[config.mk]
export PLATFORM = sky130hd
export DESIGN_NAME = demux_l2
export DESIGN_NICKNAME = d
export VERILOG_FILES = /design/src/rtl/demux_l2.sv
export SDC_FILE = /design/constraint.sdc
export NUM_CORES = 1
export LEC_CHECK = 0
export CORE_AREA = 2 2 83 85
export DETAILED_ROUTE_END_ITERATION = 10
export DIE_AREA = 0 0 85 87
export GPL_TIMING_DRIVEN = 0
export HOLD_SLACK_MARGIN = 0.08
export PLACE_DENSITY_LB_ADDON = 0.05
export SLEW_MARGIN = 20
export SYNTH_ARGS = -nofsm -noshare
export SYNTH_HDL_FRONTEND = slang
export SYNTH_SLANG_ARGS = --single-unit
[constraint.sdc]
create_clock -name clk_4f -period 2.5 [get_ports clk_4f]
set_input_delay 0.5 -clock clk_4f [delete_from_list [all_inputs] [get_ports clk_4f]]
set_output_delay 0.5 -clock clk_4f [all_outputs]
set_load 0.01 [all_outputs]
[src/rtl/demux_l2.sv]
// demux_l2: 1-to-4 lane de-serializer with valid-bit alignment and loss detection.
// A serial stream of WIDTH-bit words (MSB = valid) is cut into frames of four
// consecutive words. Alignment is acquired on the first valid word seen while
// idle and dropped after LOSS_FRAMES consecutive frames with no valid word.
module demux_l2 #(
  parameter int WIDTH       = 9,
  parameter int LOSS_FRAMES = 2
) (
  input  logic             clk_4f,
  input  logic             reset,
  input  logic [WIDTH-1:0] in_data,
  output logic [WIDTH-1:0] data0,
  output logic [WIDTH-1:0] data1,
  output logic [WIDTH-1:0] data2,
  output logic [WIDTH-1:0] data3,
  output logic             frame_valid,
  output logic             aligned,
  output logic [1:0]       slot
);

  typedef enum logic {
    IDLE = 1'b0,
    RUN  = 1'b1
  } state_t;

  // Loss limit is compared against the 4-bit counter, so keep it in that width.
  localparam logic [3:0] LOSS_LIMIT = 4'(LOSS_FRAMES);

  state_t           state;
  state_t           state_next;
  logic [1:0]       slot_cnt;
  logic [1:0]       slot_next;
  logic [3:0]       loss_cnt;
  logic [3:0]       loss_next;
  logic             frame_has_valid;
  logic             has_valid_next;
  logic             frame_done;
  logic             frame_any_valid;
  logic             in_valid;
  logic [WIDTH-1:0] shadow0;
  logic [WIDTH-1:0] shadow1;
  logic [WIDTH-1:0] shadow2;

  assign in_valid = in_data[WIDTH-1];
  assign slot     = slot_cnt;

  // Next-state, slot, loss and per-frame valid tracking; frame_done marks the slot-3 word.
  always_comb begin
    state_next      = state;
    slot_next       = slot_cnt;
    loss_next       = loss_cnt;
    has_valid_next  = frame_has_valid;
    frame_done      = 1'b0;
    frame_any_valid = frame_has_valid | in_valid;

    case (state)
      IDLE: begin
        slot_next = 2'd0;
        if (in_valid) begin
          state_next     = RUN;
          slot_next      = 2'd1;
          has_valid_next = 1'b1;
        end
      end

      RUN: begin
        slot_next      = slot_cnt + 2'd1;
        has_valid_next = frame_has_valid | in_valid;
        if (slot_cnt == 2'd3) begin
          frame_done     = 1'b1;
          has_valid_next = 1'b0;
          if (frame_any_valid) begin
            loss_next = 4'd0;
          end else if ((loss_cnt + 4'd1) == LOSS_LIMIT) begin
            loss_next  = 4'd0;
            state_next = IDLE;
            slot_next  = 2'd0;
          end else begin
            loss_next = loss_cnt + 4'd1;
          end
        end
      end

      default: begin
        state_next = IDLE;
        slot_next  = 2'd0;
      end
    endcase
  end

  // FSM state register; aligned is registered alongside so it tracks state exactly.
  always_ff @(posedge clk_4f) begin
    if (reset) begin
      state   <= IDLE;
      aligned <= 1'b0;
    end else begin
      state   <= state_next;
      aligned <= (state_next == RUN);
    end
  end

  // Slot counter, loss counter and "frame so far contained a valid word" flag.
  always_ff @(posedge clk_4f) begin
    if (reset) begin
      slot_cnt        <= 2'd0;
      loss_cnt        <= 4'd0;
      frame_has_valid <= 1'b0;
    end else begin
      slot_cnt        <= slot_next;
      loss_cnt        <= loss_next;
      frame_has_valid <= has_valid_next;
    end
  end

  // Shadow capture of lanes 0..2; the IDLE->RUN word is lane 0 of the new frame.
  always_ff @(posedge clk_4f) begin
    if (reset) begin
      shadow0 <= '0;
      shadow1 <= '0;
      shadow2 <= '0;
    end else if (state == IDLE) begin
      if (in_valid) begin
        shadow0 <= in_data;
      end
    end else begin
      case (slot_cnt)
        2'd0:    shadow0 <= in_data;
        2'd1:    shadow1 <= in_data;
        2'd2:    shadow2 <= in_data;
        default: ;
      endcase
    end
  end

  // Atomic output load at frame end, with a one-cycle frame_valid strobe.
  always_ff @(posedge clk_4f) begin
    if (reset) begin
      data0       <= '0;
      data1       <= '0;
      data2       <= '0;
      data3       <= '0;
      frame_valid <= 1'b0;
    end else begin
      frame_valid <= frame_done;
      if (frame_done) begin
        data0 <= shadow0;
        data1 <= shadow1;
        data2 <= shadow2;
        data3 <= in_data;
      end
    end
  end

endmodule
; After elaboration in Yosys (flattened, before gate mapping)
; Cells that the tools add are included.
[totals]
out_inout_bits = 40
latch_bits = 0
mem_count = 0
ramBits = 0
wordCells = 48
regBits = 72
inputBits = 11
mem_bits_ro = 0
[op_classes]
add_sub_neg = 2
n_reduce_logical = 6
n_mul = 0
n_div = 0
n_lt_le_gt_ge = 0
shifts = 0
n_bitwise = 2
mux = 20
eq_ne = 6
[op_table]
columns = operator, count
row1 = 9-bit 2-to-1 mux, 3
row2 = 1-bit 2-to-1 mux, 9
row3 = 4-bit 2-to-1 mux, 2
row4 = 2-bit AND reduction, 4
row5 = 2-bit 2-to-1 mux, 3
row6 = 4-bit by 1-bit adder with 4-bit output (second input constant), 1
row7 = 2-bit == test (second input constant), 2
row8 = 4-bit by 2-bit == test with 1-bit output (second input constant), 1
row9 = 1-bit one-hot mux with 2 select lines, 2
row10 = 2-bit one-hot mux with 2 select lines, 1
row11 = 2-bit by 1-bit adder with 2-bit output (second input constant), 1
row12 = 2-bit by 1-bit == test with 1-bit output (second input constant), 1
row13 = 2-bit zero test, 1
row14 = 2-bit by 1-bit inequality test with 1-bit output (second input constant), 1
row15 = 2-bit inequality test (second input constant), 1
row16 = 2-bit nonzero test, 1
row17 = 1-bit NOT, 1
row18 = 1-bit bitwise OR, 1

; Logic depth before layout (Yosys ltp)
; Gate-level depths: netlist of the first run.
[logic_depth]
ltp_word = 6
mapped_depth = 7
mapped_depth_nobuf = 6

; Worst setup path after synthesis of the first run
; Ideal clock, no wire load.
[synth_path]
kind = reg-to-reg
start = register slot_cnt[0] (netlist: slot[0])
end = register data0[0]
n_path_buf = 2
t_arrival_ps = 1210
setup_slack_ps = 1173
setup_time_ps = 117
stages_incl_launch_ff = 6
synth_period_minus_slack_ps = 1327
t_required_ps = 2383
cell_sequence = dfxtp_1 > ha_1 > and3b_1 > buf_6 > buf_6 > a22o_1
[synth_via]
elab_chain_cells = 3
[synth_lines]
columns = element, line_no
row1 = from (decl), 31  ; logic [1:0] slot_cnt;
row2 = from (signal assigned), 109  ; slot_cnt <= slot_next;
row3 = 2-bit == test, 69  ; if (slot_cnt == 2'd3) begin
row4 = 1-bit 2-to-1 mux, 69
row5 = 1-bit 2-to-1 mux, 56  ; case (state)
row6 = to (signal assigned), 146  ; data0 <= shadow0;
row7 = to (decl), 12  ; output logic [WIDTH-1:0] data0,
; Every way passes these cells.
; A chain may end at the register's enable or synchronous reset.

; Final worst setup path of the first run
[layout_path]
start = register slot_cnt[1] (netlist: slot[1])
end = output port slot[1]
[layout_lines]
columns = element, line_no
row1 = to (decl), 18  ; output logic [1:0] slot
; No word-level cell between the ends.

==> summary.txt, run 1 <==
Clock network
  • # hold bufs at CTS: 0
  • Num Clock Sinks: around 70
  • Num CTS Buffers: 9
  • Worst-skew pair later-pin latency: about 0.34 ns
  • TritonCTS clock tree: yes
  • Post-CTS Setup Inserts: 0
  • Clock Path Buffers: 2
  • Root Buffer: clkbuf_8
  • # H-tree levels: 3
  • PostCTS Resize Cnt: 0
  • Clock transition at path regs: 0.07 ns

Logic synthesis
  • Mapped cell area: 2520 um^2
  • Number of synthesized flops with an enable pin: 0
  • Register area share after synthesis: a little under three fifths
  • Unique masters post-synth: 29
  • Syn. warnings: 0
  • Syn Nets: 267
  • Post-synth ARST share: 0%
  • Syn Inst Count: 250
  • Avg Synthesized Cell Area: around 10 um^2
  • FF+latch count, synth: 72
  • Main synth FF type: dfxtp_1

Setup path
  • CP cell instances: clkdlybuf4s50_1
  • CP Max Fanout: 4
  • Critical Path Start Type: flop
  • Bufs and invs on worst path: 1
  • Critical path's slowest cell: clkdlybuf4s50_1
  • Req. time, crit path: 2.00 ns
  • Crit end category: output pin
  • Largest stage delay on the critical path: 0.58 ns
  • CP arrival: 1.31 ns
  • Crit path kind: flop to output pin
  • CP top delay family: buffers and inverters

Run status
  • Outcome: complete, no violations

Hold path
  • Worst hold path type: flop to flop

Drt
  • Detail Route Antenna Nets: 0
  • 1st-pass router iterations: 4
  • DR WL/cell: 14.7 um
  • DR vias/cell: 5.03
  • Post-route DRC: 0
  • Vias: approximately 2k
  • DR iter-0 viols: 78
  • WL final: 5.84 mm

Floorplanning
  • Die span in y: 87 um
  • Die Wd: 85 um
  • Row count: 30
  • IO Pins: 51
  • DIE AREA: 7400 um^2
  • Initial Utilization: approximately two fifths
  • Core Region: 6570 um^2

Timing
  • FMAX: 551 MHz
  • Period utilisation layout: 72.5%
  • Final setup viols: 0
  • RSZ-0062 raised after global routing: false
  • Least-Margin Pin Slew: 0.497 ns
  • Final Skew: 0.00961 ns
  • Slew HR: 66.9%
  • Hold Fails Final Rpt: 0
  • Min cycle time layout: 1.81 ns
  • Hold slack: ~0.45 ns
  • Setup_tns: 0 ns
  • Slew Viols, Final: 0

Layout
  • # nets final: 328
  • Layout cells sized above 1: a little under a tenth
  • Area Growth Syn to Fin: 33.2%
  • # diodes: 0
  • Utilization after layout: 51.2%
  • Most common cell after layout, fill and taps aside: dfxtp_1
  • Fin cells: 396
  • Most frequent cells in the layout: dfxtp_1 (72), clkdlybuf4s50_1 (50), nand2_1 (42)

Global route
  • Initial antenna violation count: 0
  • First-pass GRT wire length: 9.45 mm
  • Largest net degree at the start of global routing: 13
  • Total GRT Usage: between 15 and 20%
  • Vias in the first global route: 1808
  • Grt ovf: 0

Placement
  • I/O Buffers: 50
  • Gp weighted congestion: 0.731
  • Dpl cells: 380
  • Post-DP HPWL: 4.05 mm

Pwr
  • Power Total: between 2 and 2.5 mW
  • Maximum vdd drop: 0.322 mV
  • Pwr Density: 715 nW/um^2
  • LEAKAGE: 1.28 nW

Run
  • Max-cap violation count: 0
Yosys cell counts, drive strengths merged, types with 2 or more instances:
cell type	number	area, um^2
nand3	18	90.1
and3	2	12.5
dfxtp	72	1440
nand2b	2	12.5
o31ai	2	15.0
buf	14	97.6
a22o	36	315
clkbuf	3	11.3
nor2	4	15.0
inv	3	11.3
nor3b	3	22.5
a21oi	29	149
o21bai	2	15.0
a21o	2	15.0
nand2	43	164
ha	6	75.1
registers in the layout, summed over array words and instances (netlist names), 4 cells and up:
| register | flops |
|---|---|
| data3 | 9 |
| data1 | 9 |
| shadow0 | 9 |
| data0 | 9 |
| shadow1 | 9 |
| shadow2 | 9 |
| loss_cnt | 4 |
| data2 | 9 |
area by class of cell:
type | instances | area (um^2)
Timing Repair Buffer | 50 | 500
Clock buffer | 11 | 131
Clock inverter | 5 | 105
Tap cell | 80 | 100
Buffer | 17 | 109
Fill cell | 628 | 3210
Sequential cell | 72 | 1440
Multi-Input combinational cell | 158 | 962
Inverter | 3 | 11.3
power by group:
part / switching (mW) / leakage, nW / internal, mW / total [mW]
sequential: 0.0122 / 0.583 / 1.17 / 1.18
clock: 0.429 / 0.110 / 0.664 / 1.09
combinational: 0.0817 / 0.584 / 0.0489 / 0.131
total: 0.523 / 1.28 / 1.88 / 2.40
stage by stage:
stage               setup WS (ns)  cell area, um^2
global placement            0.532             3120
global route                0.640             3360
CTS                         0.665             3360
finish                      0.686             3360
floorplan                    1.17             2520
detailed placement          0.533             3120
cells by family after synthesis:
| group | Yosys count | share of synthesized area (%) |
|---|---|---|
| and+or+nand+nor | 77 | 13.8 |
| AOI/OAI and AO/OA | 75 | 21.3 |
| DFF | 72 | 57.1 |
| buffers and inverters | 20 | 4.76 |
| adders and majority gates | 6 | 2.97 |
worst paths after layout:
kind | to | cells after the start | slack [ns] | startpoint
setup / recovery | slot[1] | 1 | 0.69 | slot[1]
hold / removal | shadow0[7] | 2 | 0.45 | shadow0[7]
hold reg to reg | shadow0[7] | 2 | 0.45 | shadow0[7]
setup reg to reg | shadow2[0] | 6 | 1.05 | slot[0]
layer usage:
layer	share of wire [%]	track usage, %
met5	0	0
met4	1.9	7.79
met3	5.0	4.27
met2	40	22.3
met1	53	24.9
(Power assumes the default switching activity.)
==> run 2: changes to the inputs <==
Clock period 2.5 ns to 1.6 ns, I/O delays scaled along.
==> run 2 against run 1 <==
Non-clock buffer count stayed put. Worst setup slack worse by 0.65 ns. First-iteration DRC count rose by 18%. Power grew 56%. Final cell count did not move.
==> summary.txt, run 2 (synthesized netlist as in run 1, its figures left out) <==
Run status
  • Outcome: complete, no violations

Global route
  • Total GRT Usage: 16.7%
  • Vias in the first global route: roughly 1.8k
  • First-pass GRT wire length: 9.45 mm
  • Grt ovf: 0
  • Initial antenna violation count: 0
  • Largest net degree at the start of global routing: 13

Clock network
  • Clock transition at path regs: roughly 0.080 ns
  • # hold bufs at CTS: 0
  • TritonCTS clock tree: yes
  • Num Clock Sinks: 72
  • # H-tree levels: 3
  • Root Buffer: clkbuf_8
  • Post-CTS Setup Inserts: 0
  • Num CTS Buffers: 9
  • Worst-skew pair later-pin latency: 0.34 ns
  • PostCTS Resize Cnt: 2
  • Clock Path Buffers: 2

Drt
  • Detail Route Antenna Nets: 0
  • WL final: 5.84 mm
  • Vias: 1990
  • Post-route DRC: 0
  • DR WL/cell: 14.8 um
  • 1st-pass router iterations: 4
  • DR vias/cell: slightly above 5
  • DR iter-0 viols: between 90 and 100

Timing
  • Period utilisation layout: 97.4%
  • Worst setup margin: 0.0411 ns
  • Slew Viols, Final: 0
  • Final setup viols: 0
  • FMAX: around 640 MHz
  • Least-Margin Pin Slew: 0.497 ns
  • Hold Fails Final Rpt: 0
  • Min cycle time layout: 1.56 ns
  • RSZ-0062 raised after global routing: false
  • Slew HR: 66.9%
  • Final Skew: around 0.009 ns

Pwr
  • Power share of the combinational group: under 10%
  • Clock group share of total power: between 40% and 50%
  • Sequential share of power: 49.1%
  • Maximum vdd drop: 0.503 mV
  • LEAKAGE: 1.38 nW
  • Pwr Density: 1110 nW/um^2
  • P_sw: 0.817 mW
  • Power Total: 3.75 mW
  • Int Pwr: around 3 mW
  • Sw frac: ~22%

Layout
  • Layout cells sized above 1: ~10%
  • # diodes: 0
  • Most common cell after layout, fill and taps aside: dfxtp_1
  • Area Growth Syn to Fin: 33.9%
  • Most frequent cells in the layout: dfxtp_1 (71), clkdlybuf4s50_1 (43), nand2_1 (41)
  • # nets final: about 330

Setup path
  • Critical path's slowest cell: clkdlybuf4s50_1
  • CP cell instances: clkdlybuf4s50_1
  • Crit path kind: flop to output pin
  • Bufs and invs on worst path: 1
  • CP arrival: 1.24 ns
  • CP top delay family: buffers and inverters
  • CP Max Fanout: 2
  • Req. time, crit path: 1.28 ns
  • Critical Path Start Type: flop
  • Crit end category: output pin
  • Largest stage delay on the critical path: 0.54 ns

Floorplanning
  • IO Pins: 51
  • Core Region: 6570 um^2
  • DIE AREA: 7400 um^2
  • Row count: 30
  • Die Wd: between 80 and 90 um
  • Initial Utilization: 38.4%
  • Die span in y: 87 um

Placement
  • Post-DP HPWL: 4.05 mm
  • I/O Buffers: 50
  • DP Worst Slack: -0.187 ns
  • Gp weighted congestion: around 0.73

Hold path
  • Worst hold path type: flop to flop

Run
  • Max-cap violation count: 0
-- run 2: cell types whose count changed in the layout (fill, tap and decap cells not counted), sizes merged --
cell,change
clkdlybuf4s50,-7
dlygate4sd2,+1
dlymetal6s2s,+6
-- run 2: stage by stage --
stage          instance area, um^2  hold WS (ns)  utilization (%)  setup TNS (ns)  std cells
3_3_place_gp                  3120         0.440             47.6           -4.87        380
2_1_floorplan                 2520         0.432                -               0        250
3_5_place_dp                  3120         0.445             47.6           -4.73        380
4_1_cts                       3360         0.453             51.2               0        396
6_report                      3380         0.452             51.4               0        396
5_1_grt                       3380         0.467             51.4               0        396
-- run 2: final timing paths --
kind / slack (ns) / start / cells past startpoint / endpoint
max reg2reg: 0.20 / slot[1] / 5 / loss_cnt[2]
min: 0.45 / shadow0[7] / 2 / shadow0[7]
max: 0.04 / data0[3] / 1 / data0[3]
min reg2reg: 0.45 / shadow0[7] / 2 / shadow0[7]
-- run 2: worst min-delay path, cell delays in order (launching register included) --
cell and delay [ns]:
dfxtp_1 0.31, nand2_1 0.05, a21oi_1 0.05
-- run 2: final cells by class --
type / instances / area, um^2
Fill cell: 626 / 3190
Sequential cell: 72 / 1440
Multi-Input combinational cell: 158 / 965
Timing Repair Buffer: 50 / 514
Clock buffer: 11 / 131
Buffer: 17 / 109
Clock inverter: 5 / 105
Tap cell: 80 / 100
Inverter: 3 / 11.3
-- run 2: per-layer routing --
metal | vias up | GRT usage (%) | share of wire (%)
met5 | - | 0 | 0
met4 | 0 | 7.79 | 1.9
met3 | 11 | 4.27 | 4.4
met2 | 49 | 22.3 | 40
met1 | 917 | 24.9 | 53
li1 | 1013 | - | -
-- run 2: power by group through the flow --
| stage | clock [mW] | sequential, mW | combinational (mW) |
|---|---|---|---|
| 6_report | 1.71 | 1.84 | 0.203 |
| 5_1_grt | 1.82 | 1.85 | 0.228 |
| 4_1_cts | 1.74 | 1.84 | 0.206 |
| 3_5_place_dp | 0 | 1.89 | 0.205 |
| 3_3_place_gp | 0 | 1.89 | 0.203 |
| 2_1_floorplan | 0 | 1.88 | 0.112 |
==> run 3: changes to the inputs <==
Settings changed: CTS_CLUSTER_DIAMETER from default to 30.
==> results of run 3 <==
No change in the layout: final DEF, timing and power equal those of run 2.
